File: config.mk
export PLATFORM = sky130hd
export DESIGN_NAME = wifi_at_sequencer
export DESIGN_NICKNAME = d
export VERILOG_FILES = /design/src/rtl/wifi_at_pkg.sv /design/src/rtl/wifi_at_sequencer_matcher.sv /design/src/rtl/wifi_at_sequencer.sv
export SDC_FILE = /design/constraint.sdc
export NUM_CORES = 1
export LEC_CHECK = 0
export CAP_MARGIN = 15
export CELL_PAD_IN_SITES_DETAIL_PLACEMENT = 0
export CELL_PAD_IN_SITES_GLOBAL_PLACEMENT = 1
export CORE_MARGIN = 3
export CORE_UTILIZATION = 48
export DETAILED_ROUTE_END_ITERATION = 8
export PLACE_DENSITY_LB_ADDON = 0.1
export SLEW_MARGIN = 20
export SYNTH_ARGS = -nofsm -noshare
export SYNTH_HDL_FRONTEND = slang
export SYNTH_HIERARCHICAL = 1
export SYNTH_SLANG_ARGS = --single-unit
File: constraint.sdc
create_clock -name clk_clk -period 7.19 [get_ports clk_clk]
set_clock_uncertainty 0.15 [all_clocks]
set_input_delay 1.438 -clock clk_clk [delete_from_list [all_inputs] [get_ports clk_clk]]
set_output_delay 1.438 -clock clk_clk [all_outputs]
set_load 0.05 [all_outputs]
File: src/rtl/wifi_at_pkg.sv
// Shared types, command ROM and ASCII helpers for the ESP8266 AT sequencer.
package wifi_at_pkg;

  typedef enum logic [2:0] {
    ST_IDLE    = 3'd0,
    ST_RST     = 3'd1,
    ST_BOOT    = 3'd2,
    ST_SEND    = 3'd3,
    ST_WAIT_OK = 3'd4,
    ST_READY   = 3'd5,
    ST_REPORT  = 3'd6,
    ST_FAIL    = 3'd7
  } state_e;

  // Which message is currently being streamed / awaiting OK.
  typedef enum logic [1:0] {
    CMD_AT   = 2'd0,
    CMD_ATE0 = 2'd1,
    CMD_RPT  = 2'd2
  } cmd_e;

  localparam logic [7:0] ASCII_O  = 8'h4F;
  localparam logic [7:0] ASCII_K  = 8'h4B;
  localparam logic [7:0] ASCII_CR = 8'h0D;
  localparam logic [7:0] ASCII_LF = 8'h0A;
  localparam logic [7:0] ASCII_S  = 8'h53;
  localparam logic [7:0] ASCII_EQ = 8'h3D;

  localparam logic [31:0] OK_WORD = {ASCII_O, ASCII_K, ASCII_CR, ASCII_LF};

  // Init script "AT\r\n" followed by "ATE0\r\n"; element 0 is the first byte sent.
  localparam int CMD_ROM_DEPTH = 10;
  localparam logic [CMD_ROM_DEPTH-1:0][7:0] CMD_ROM = {
    ASCII_LF, ASCII_CR, 8'h30, 8'h45, 8'h54, 8'h41,
    ASCII_LF, ASCII_CR, 8'h54, 8'h41
  };

  localparam logic [3:0] CMD_AT_START   = 4'd0;
  localparam logic [3:0] CMD_ATE0_START = 4'd4;
  localparam logic [2:0] CMD_AT_LEN     = 3'd4;
  localparam logic [2:0] CMD_ATE0_LEN   = 3'd6;
  localparam logic [2:0] CMD_RPT_LEN    = 3'd5;

  function automatic logic [7:0] hex_to_ascii(input logic [3:0] nib);
    if (nib < 4'd10) return 8'h30 + {4'h0, nib};
    else             return 8'h37 + {4'h0, nib};
  endfunction

  function automatic logic [2:0] cmd_len(input cmd_e cmd);
    case (cmd)
      CMD_AT:   return CMD_AT_LEN;
      CMD_ATE0: return CMD_ATE0_LEN;
      default:  return CMD_RPT_LEN;
    endcase
  endfunction

  // Byte idx of the given message; the report is "S=<hex>\r\n".
  function automatic logic [7:0] msg_byte(input cmd_e cmd, input logic [2:0] idx,
                                          input logic [3:0] snap);
    logic [7:0] b;
    b = 8'h00;
    case (cmd)
      CMD_AT:   b = CMD_ROM[CMD_AT_START + {1'b0, idx}];
      CMD_ATE0: b = CMD_ROM[CMD_ATE0_START + {1'b0, idx}];
      default: begin
        case (idx)
          3'd0:    b = ASCII_S;
          3'd1:    b = ASCII_EQ;
          3'd2:    b = hex_to_ascii(snap);
          3'd3:    b = ASCII_CR;
          default: b = ASCII_LF;
        endcase
      end
    endcase
    return b;
  endfunction

endpackage

File: src/rtl/wifi_at_sequencer_matcher.sv
// Detects "OK\r\n" in the rx byte stream; match pulses on the cycle the LF arrives.
module wifi_ok_matcher
  import wifi_at_pkg::*;
(
  input  logic       clk,
  input  logic       srst,
  input  logic       clear_i,
  input  logic       en_i,
  input  logic [7:0] rx_data_i,
  input  logic       rx_valid_i,
  output logic       match_o
);

  // The three previous bytes plus the incoming byte form the 4-byte window.
  logic [23:0] shift_q;

  // Shift accepted rx bytes; clearing drops any partial match.
  always_ff @(posedge clk) begin
    if (srst || clear_i) begin
      shift_q <= '0;
    end else if (en_i && rx_valid_i) begin
      shift_q <= {shift_q[15:0], rx_data_i};
    end
  end

  // Combinational so the sequencer can act in the same cycle the LF is received.
  always_comb begin
    match_o = en_i && rx_valid_i && ({shift_q, rx_data_i} == OK_WORD);
  end

endmodule

File: src/rtl/wifi_at_sequencer.sv
// ESP8266 bring-up sequencer: reset pulse, boot wait, AT init script with OK
// confirmation/retry, then ASCII reports of switch changes.
module wifi_at_sequencer
  import wifi_at_pkg::*;
#(
  parameter int RESET_CYCLES   = 5_000_000,
  parameter int BOOT_CYCLES    = 100_000_000,
  parameter int TIMEOUT_CYCLES = 50_000_000,
  parameter int MAX_RETRY      = 3
) (
  input  logic       clk_clk,
  input  logic       reset_reset,
  input  logic       start,
  input  logic [3:0] sw,
  output logic       wifi_reset_n,
  output logic [7:0] tx_data,
  output logic       tx_valid,
  input  logic       tx_ready,
  input  logic       cts_n,
  input  logic [7:0] rx_data,
  input  logic       rx_valid,
  output logic       ready,
  output logic       error,
  output logic [2:0] state_dbg
);

  localparam logic [31:0] RST_LAST   = 32'(RESET_CYCLES - 1);
  localparam logic [31:0] BOOT_LAST  = 32'(BOOT_CYCLES - 1);
  localparam logic [31:0] TO_LAST    = 32'(TIMEOUT_CYCLES - 1);
  localparam logic [7:0]  RETRY_MAX  = 8'(MAX_RETRY);

  state_e      state_q, state_d;
  cmd_e        cmd_q, cmd_d;
  logic [31:0] cnt_q, cnt_d;
  logic [7:0]  retry_q, retry_d;
  logic [2:0]  idx_q, idx_d;
  logic [3:0]  snap_q, snap_d;
  logic [3:0]  last_sent_q, last_sent_d;
  logic [3:0]  sw_meta_q, sw_sync_q;
  logic        tx_valid_q, tx_valid_d;
  logic [7:0]  tx_data_q, tx_data_d;
  logic        ready_q, ready_d;
  logic        error_q, error_d;
  logic        wifi_rst_n_q, wifi_rst_n_d;

  logic        ok_match;
  logic        last_byte;
  logic [7:0]  cur_byte, next_byte;

  wifi_ok_matcher u_matcher (
    .clk        (clk_clk),
    .srst       (reset_reset),
    .clear_i    (start || (state_q != ST_WAIT_OK)),
    .en_i       ((state_q == ST_WAIT_OK) && !start),
    .rx_data_i  (rx_data),
    .rx_valid_i (rx_valid),
    .match_o    (ok_match)
  );

  // Two-flop synchroniser for the asynchronous switch inputs.
  always_ff @(posedge clk_clk) begin
    if (reset_reset) begin
      sw_meta_q <= '0;
      sw_sync_q <= '0;
    end else begin
      sw_meta_q <= sw;
      sw_sync_q <= sw_meta_q;
    end
  end

  // Next-state, counter and registered-output logic of the sequencer FSM.
  always_comb begin
    state_d      = state_q;
    cmd_d        = cmd_q;
    cnt_d        = cnt_q + 32'd1;
    retry_d      = retry_q;
    idx_d        = idx_q;
    snap_d       = snap_q;
    last_sent_d  = last_sent_q;
    tx_valid_d   = tx_valid_q;
    tx_data_d    = tx_data_q;
    ready_d      = ready_q;
    error_d      = error_q;
    cur_byte     = msg_byte(cmd_q, idx_q, snap_q);
    next_byte    = msg_byte(cmd_q, idx_q + 3'd1, snap_q);
    last_byte    = (idx_q == cmd_len(cmd_q) - 3'd1);

    case (state_q)
      ST_RST: begin
        if (cnt_q == RST_LAST) state_d = ST_BOOT;
      end
      ST_BOOT: begin
        if (cnt_q == BOOT_LAST) begin
          state_d = ST_SEND;
          cmd_d   = CMD_AT;
          idx_d   = '0;
        end
      end
      ST_SEND, ST_REPORT: begin
        // A presented byte is held until accepted; new bytes only start while CTS is low.
        if (tx_valid_q) begin
          if (tx_ready) begin
            if (last_byte) begin
              tx_valid_d = 1'b0;
              state_d    = ST_WAIT_OK;
            end else begin
              idx_d      = idx_q + 3'd1;
              tx_valid_d = !cts_n;
              tx_data_d  = next_byte;
            end
          end
        end else if (!cts_n) begin
          tx_valid_d = 1'b1;
          tx_data_d  = cur_byte;
        end
      end
      ST_WAIT_OK: begin
        // An OK arriving on the timeout cycle still counts as success.
        if (ok_match) begin
          retry_d = '0;
          if (cmd_q == CMD_AT) begin
            cmd_d   = CMD_ATE0;
            idx_d   = '0;
            state_d = ST_SEND;
          end else if (cmd_q == CMD_ATE0) begin
            state_d = ST_READY;
            ready_d = 1'b1;
          end else begin
            last_sent_d = snap_q;
            state_d     = ST_READY;
          end
        end else if (cnt_q == TO_LAST) begin
          if (retry_q < RETRY_MAX) begin
            retry_d = retry_q + 8'd1;
            idx_d   = '0;
            state_d = (cmd_q == CMD_RPT) ? ST_REPORT : ST_SEND;
          end else begin
            state_d = ST_FAIL;
            error_d = 1'b1;
            ready_d = 1'b0;
          end
        end
      end
      ST_READY: begin
        if (sw_sync_q != last_sent_q) begin
          snap_d  = sw_sync_q;
          cmd_d   = CMD_RPT;
          idx_d   = '0;
          state_d = ST_REPORT;
        end
      end
      default: begin
      end
    endcase

    // start overrides every other event and withdraws any pending byte.
    if (start) begin
      state_d    = ST_RST;
      retry_d    = '0;
      error_d    = 1'b0;
      ready_d    = 1'b0;
      tx_valid_d = 1'b0;
      idx_d      = '0;
    end

    // The shared counter restarts on every state change and idles outside timed states.
    if (start || (state_d != state_q) ||
        !(state_q == ST_RST || state_q == ST_BOOT || state_q == ST_WAIT_OK)) begin
      cnt_d = '0;
    end

    wifi_rst_n_d = (state_d != ST_RST);
  end

  // State and output registers.
  always_ff @(posedge clk_clk) begin
    if (reset_reset) begin
      state_q      <= ST_IDLE;
      cmd_q        <= CMD_AT;
      cnt_q        <= '0;
      retry_q      <= '0;
      idx_q        <= '0;
      snap_q       <= '0;
      last_sent_q  <= '0;
      tx_valid_q   <= 1'b0;
      tx_data_q    <= '0;
      ready_q      <= 1'b0;
      error_q      <= 1'b0;
      wifi_rst_n_q <= 1'b1;
    end else begin
      state_q      <= state_d;
      cmd_q        <= cmd_d;
      cnt_q        <= cnt_d;
      retry_q      <= retry_d;
      idx_q        <= idx_d;
      snap_q       <= snap_d;
      last_sent_q  <= last_sent_d;
      tx_valid_q   <= tx_valid_d;
      tx_data_q    <= tx_data_d;
      ready_q      <= ready_d;
      error_q      <= error_d;
      wifi_rst_n_q <= wifi_rst_n_d;
    end
  end

  assign wifi_reset_n = wifi_rst_n_q;
  assign tx_data      = tx_data_q;
  assign tx_valid     = tx_valid_q;
  assign ready        = ready_q;
  assign error        = error_q;
  assign state_dbg    = state_q;

endmodule

==> Yosys cells after proc, flatten, opt, wreduce, memory -nomap -nowiden <==
Memory sizes are Yosys's and may differ from the RTL's. A register that Yosys moved wholly into a read port is not among the register bits.
Index checks and enable logic that the tools add are counted.
{ "totals": {"mem_bits_ro": 384, "elab_cells": 162, "register_bits": 100, "in_bits": 18, "out_inout_bits": 15, "mem_count": 4} }
{ "mem_list": {"columns": ["name", "depth", "width", "read_ports", "rd_clocked_by_memory_dff", "write_ports", "line", "rtl"], "rows": [
  ["(no name shown)", 16, 8, 1, 0, 0, "wifi_at_pkg.sv:64", "CMD_ATE0: b = CMD_ROM[CMD_ATE0_START + {1'b0, idx}];"],
  ["(no name shown)", 16, 8, 1, 0, 0, "wifi_at_pkg.sv:64", null],
  ["(no name shown)", 8, 8, 1, 0, 0, "wifi_at_pkg.sv:63", "CMD_AT: b = CMD_ROM[CMD_AT_START + {1'b0, idx}];"],
  ["(no name shown)", 8, 8, 1, 1, 0, "wifi_at_pkg.sv:63", null]
]} }
{ "op_classes": {"reduce_logical": 30, "n_eq_ne": 39, "addsub": 8, "n_bitwise": 4, "muxes": 56, "magnitude_cmp": 6} }
{ "op_table": {"columns": ["cell", "count"], "rows": [
  ["two-way mux 8 bit", 11],
  ["two-way mux 3 bit", 23],
  ["adder 32 x 1 -> 32 bit (second input constant)", 1],
  ["== test 32 x 23 -> 1 bit (second input constant)", 1],
  ["== test 32 x 26 -> 1 bit (second input constant)", 1],
  ["== test 32 x 27 -> 1 bit (second input constant)", 1],
  ["== test 32 x 31 -> 1 bit (second input constant)", 1],
  ["case mux 8 bit (2 select lines)", 2],
  ["case mux 8 bit (4 select lines)", 1],
  ["case mux 7 bit (4 select lines)", 1],
  ["!= test 2 bit (second input constant)", 11],
  ["== test 3 x 2 -> 1 bit (second input constant)", 6],
  ["case mux 3 bit (5 select lines)", 1],
  ["adder 6 x 4 -> 7 bit (first input constant)", 2],
  ["!= test 3 bit (second input constant)", 4],
  ["case mux 3 bit (4 select lines)", 1],
  ["AND reduction 4 bit", 3],
  ["< comparator 3 x 5 -> 1 bit (second input constant)", 2],
  ["< comparator 4 x 5 -> 1 bit (second input constant)", 2],
  ["AND reduction 5 bit", 2],
  ["== test 3 x 1 -> 1 bit (second input constant)", 3],
  ["== test 3 bit (second input constant)", 3],
  ["two-way mux 1 bit", 9],
  ["AND reduction 9 bit", 1],
  ["other kinds (29)", 50]
]} }

==> Longest topological paths before layout <==
{ "logic_depth": {"ltp_word": 13, "ltp_mapped": 19, "mapped_depth_nobuf": 16} }

==> By module <==
Netlist, hierarchy kept.
{ "by_module_without_submodules": {"columns": ["module", "n_inst", "seq_area_each_um2", "area_per_inst_um2", "cells_per_inst"], "rows": [
  ["wifi_at_sequencer", 1, 1641.6, 4421.7, 550],
  ["wifi_ok_matcher", 1, 480.5, 937.1, 120]
]} }

==> Least setup slack after synthesis <==
Ideal clock, no wire load.
{ "synth_timing": {"path_kind": "in2reg", "from": "in start", "to": "reg (tool-made name)", "t_required_ns": 6.929, "arrival_time_ns": 4.147, "n_path_buf": 3, "setup_time_ns": 0.111, "stages": 16, "slack_ns": 2.782, "cell_sequence": "inv_1 -> nand2_1 -> inv_1 -> and2_1 -> buf_2 -> nand4_1 -> nor4_2 -> clkbuf_1 -> nand2_1 -> a31oi_1 -> o2111ai_1 -> a211oi_4 -> mux2i_1 -> nor2_1 -> ha_1 -> clkbuf_1"} }
{ "synth_rtl": {"columns": ["item", "line", "rtl"], "rows": [
  ["start, declared", "wifi_at_sequencer.sv:13", "input logic start,"]
]} }

==> results.md <==
* Vias in the first global route at between 4000 and 5000
* Pin count of the biggest net entering global routing at 33
* CP max FO at 25
* WL/cell at between 10 and 15 um
* CP max stage delay at between 0.5 and 0.6 ns
* Slowest CP cell: mux2i_1
* Die W at 111.7 um
* Finished Core Util at 55.56%
* Initial drt markers at about 350
* Clock tree buffer depth at 2
* GRT Util Overall at 20.11%
* Worst hold slack at just under 0.3 ns
* Total I/O pin count at 33
* Yosys cell types at 66
* Post-synth ARST share at 0%
* CTS buffer count at 9
* Setup_tns at 0 ns
* Required time of the critical path at between 7 and 8 ns
* Core Rows at 37
* Clk network pwr share at about a third
* Ys Warns at 6
* Reg clk slew, reported paths at 0.09 ns
* CTS tree: built
* Final antenna diode count at 0
* CP Cell Sequence: clkdlybuf4s50_1 -> inv_1 -> nand2_1 -> inv_1 -> and2_1 -> buf_4 -> nand4_1 -> nor4_2 -> buf_4 -> nand2_1 -> a31oi_1 -> o2111ai_1 -> a211oi_4 -> mux2i_1 -> nor2_1 -> ha_1 -> inv_1 -> a2bb2oi_1
* Min Tclk post-route at around 5 ns
* Post-synth top area share at 39.60%
* Status: complete, no violations
* Post-Syn Nets at 702
* Syn Std Cell Area at between 5000 and 6000 um^2
* Antenna viol nets, final at 0
* Via-per-instance ratio at about 5.6
* First-pass GRT wire length at 20.82 mm
* Fraction of layout cells with a size suffix above 1 at under 10%
* RSZ-0062 raised after global routing: false
* Post-synth top flop: dfxtp_1
* Most used cell, CP: inv_1
* Comb pwr share at 3.3%
* Largest area contributor in the netlist: dfxtp_1
* Final net count at between 700 and 800
* Net Sw Power at 0.0002206 W
* Worst Tran Pin Value at ~1.1 ns
* 1st-pass router iterations at 5
* Avg Inst Size Synth at 7.998 um^2
* Drt total wl at approximately 12 mm
* Worst EP arrival at just over 5 ns
* GRT Residual Overflow at 0
* H-tree depth at 3
* Hold Crit Class: reg2reg
* Synth area leaders: dfxtp_1, nor2_1, nand2_1, a21oi_1, xor2_1
* Die span in y at about 110 um
* Core box area at 10600 um^2
* Int Power at 0.0007312 W
* Worst Slack Setup Final at 2.290 ns
* Flop pwr share at approximately 62%
* Area grow syn2layout at 9.923%
* Setup bufs post-CTS at 0
* Area of the die at about 12000 um^2
* Worst-Skew Late Latency at 0.38 ns
* Pre-CTS WS at 1.866 ns
* P_leak at 1.937 nW
* Synth Register Bits at about 110
* Slew Viols, Final at 0
* Cells after Synth at 670
* Startpoint type of the worst setup path: primary input
* Fmax at 204.1 MHz
* HPWL Detailed at slightly below 9 mm
* Hold Violations, Final at 0
* Initial Utilization at 50.55%
* Crit path kind: in2reg
* MaxCap Viol Count at 0
* Power Density at roughly 160 nW/um^2
* Worst Setup End Kind: flop
* Final setup viols at 0
* Num Clock Sinks at ~110
* DR vias at ~4600
* Post-CTS Hold Fix Bufs at 0
* Tcrit/Tclk final at 68.15%
* DR DRC count at 0
* Seq/Total Area, Yosys at 39.60%
* GPL Wtd Cong at 0.8392
* Total power at around 0.00095 W
* Max VDD drop at between 0.00015 and 0.0002 V
* Number of antenna violations at the first check in global routing at 0
* Port Buffers at 31
* Root buffer cell: clkbuf_8
* Post-cts sizing count at 0
* Post-synth EDFFs at 0
* Slew headroom at between 20 and 30%
* Sw frac at a little under a quarter
critical path: cells and delay by family:
family | cells | cell delay (ns)
AO/OA/AOI/OAI | 4 | 0.89
adder cells (fa/ha/maj) | 1 | 0.22
buffers and inverters | 6 | 1.20
multiplexers | 1 | 0.53
AND/OR/NAND/NOR | 6 | 0.77
stage by stage:
| stage | instance area, um^2 | cells |
|---|---|---|
| finish | 5891 | 822 |
| global route | 5891 | 822 |
| CTS | 5891 | 822 |
| detailed placement | 5723 | 806 |
| global placement | 5723 | 806 |
| floorplan | 5359 | 670 |
cell usage after synthesis, types with 3 or more instances:
library cell / count
mux2i_1: 12
nor4b_1: 3
ha_1: 14
xor2_1: 23
nand2b_1: 10
buf_2: 9
o2111ai_1: 3
and2_1: 4
mux2_2: 3
nor3b_1: 3
o21ai_0: 20
o211ai_1: 10
inv_1: 20
o31ai_1: 3
nand3b_1: 3
nor2b_1: 16
nand4_1: 13
o221ai_1: 8
a31oi_1: 6
nand2_1: 93
nor2_1: 96
dfxtp_1: 106
xnor2_1: 13
clkbuf_1: 23
nand3_1: 19
nor4_1: 5
a211oi_1: 3
nor3_1: 12
and3_1: 7
and4_1: 3
a21oi_1: 61
sequential cells by signal, indices dropped and copies added (netlist names), 3 cells and up, named ones only:
name	cells
idx_q	3
cnt_q	32
state_dbg	3
sw_meta_q	4
snap_q	4
retry_q	8
sw_sync_q	4
tx_data	7
u_matcher/shift_q	24
last_sent_q	4
logic make-up (layout without fill, tap and decap cells):
family,count (synthesis),count (layout),synth area share (%)
simple gates,307,307,28.34
compound gates,136,136,15.83
flops,106,106,39.60
buf+inv,55,71,4.133
xor+xnor,36,36,5.884
mux,15,15,2.872
fa+ha+maj,14,14,3.269
other cells,1,1,0.06998
layout by cell type (no fill, tap or decap), drive strengths merged, types with 8 or more instances in the layout:
cell	instances
a21oi	61
clkbuf	10
clkdlybuf4s50	31
dfxtp	106
ha	14
inv	22
mux2i	12
nand2	93
nand2b	10
nand3	19
nand4	13
nor2	97
nor2b	16
nor3	13
o211ai	10
o21ai	21
o221ai	8
xnor2	13
xor2	23
final timing paths:
path / from / endpoint / slack, ns / cells after the start
max reg2reg: state_dbg[2]$_SDFF_PP0_ / flop / 2.33 / 18
min reg2reg: sw_meta_q[3]$_SDFF_PP0_ / sw_sync_q[3]$_SDFF_PP0_ / 0.29 / 1
max: start / flop / 2.29 / 18
min: sw_meta_q[3]$_SDFF_PP0_ / sw_sync_q[3]$_SDFF_PP0_ / 0.29 / 1
metal layers:
metal	global-route usage (%)	vias up	wire [um]
li1	-	2345	-
met1	26.47	2114	5791
met2	32.37	103	5635
met3	5.217	29	530
met4	6.407	0	286
met5	0	-	0
area by class of cell:
cell class / count / area [um^2]
Timing Repair Buffer: 35 / 340.3
Clock inverter: 6 / 40.04
Tap cell: 136 / 170.2
Inverter: 20 / 75.07
Fill cell: 1000 / 4711
Clock buffer: 10 / 127.6
Sequential cell: 106 / 2122
Multi-Input combinational cell: 509 / 3015
power by group through the flow:
stage | clock [W] | combinational, W | sequential (W)
5_1_grt | 0.000367 | 0.0000344 | 0.000593
4_1_cts | 0.000343 | 0.0000319 | 0.000592
3_5_place_dp | 0 | 0.0000317 | 0.000606
6_report | 0.000328 | 0.0000317 | 0.000592
3_3_place_gp | 0 | 0.0000316 | 0.000606
2_1_floorplan | 0 | 0.0000152 | 0.000608
No activity file was read; power rests on OpenSTA's default activity.
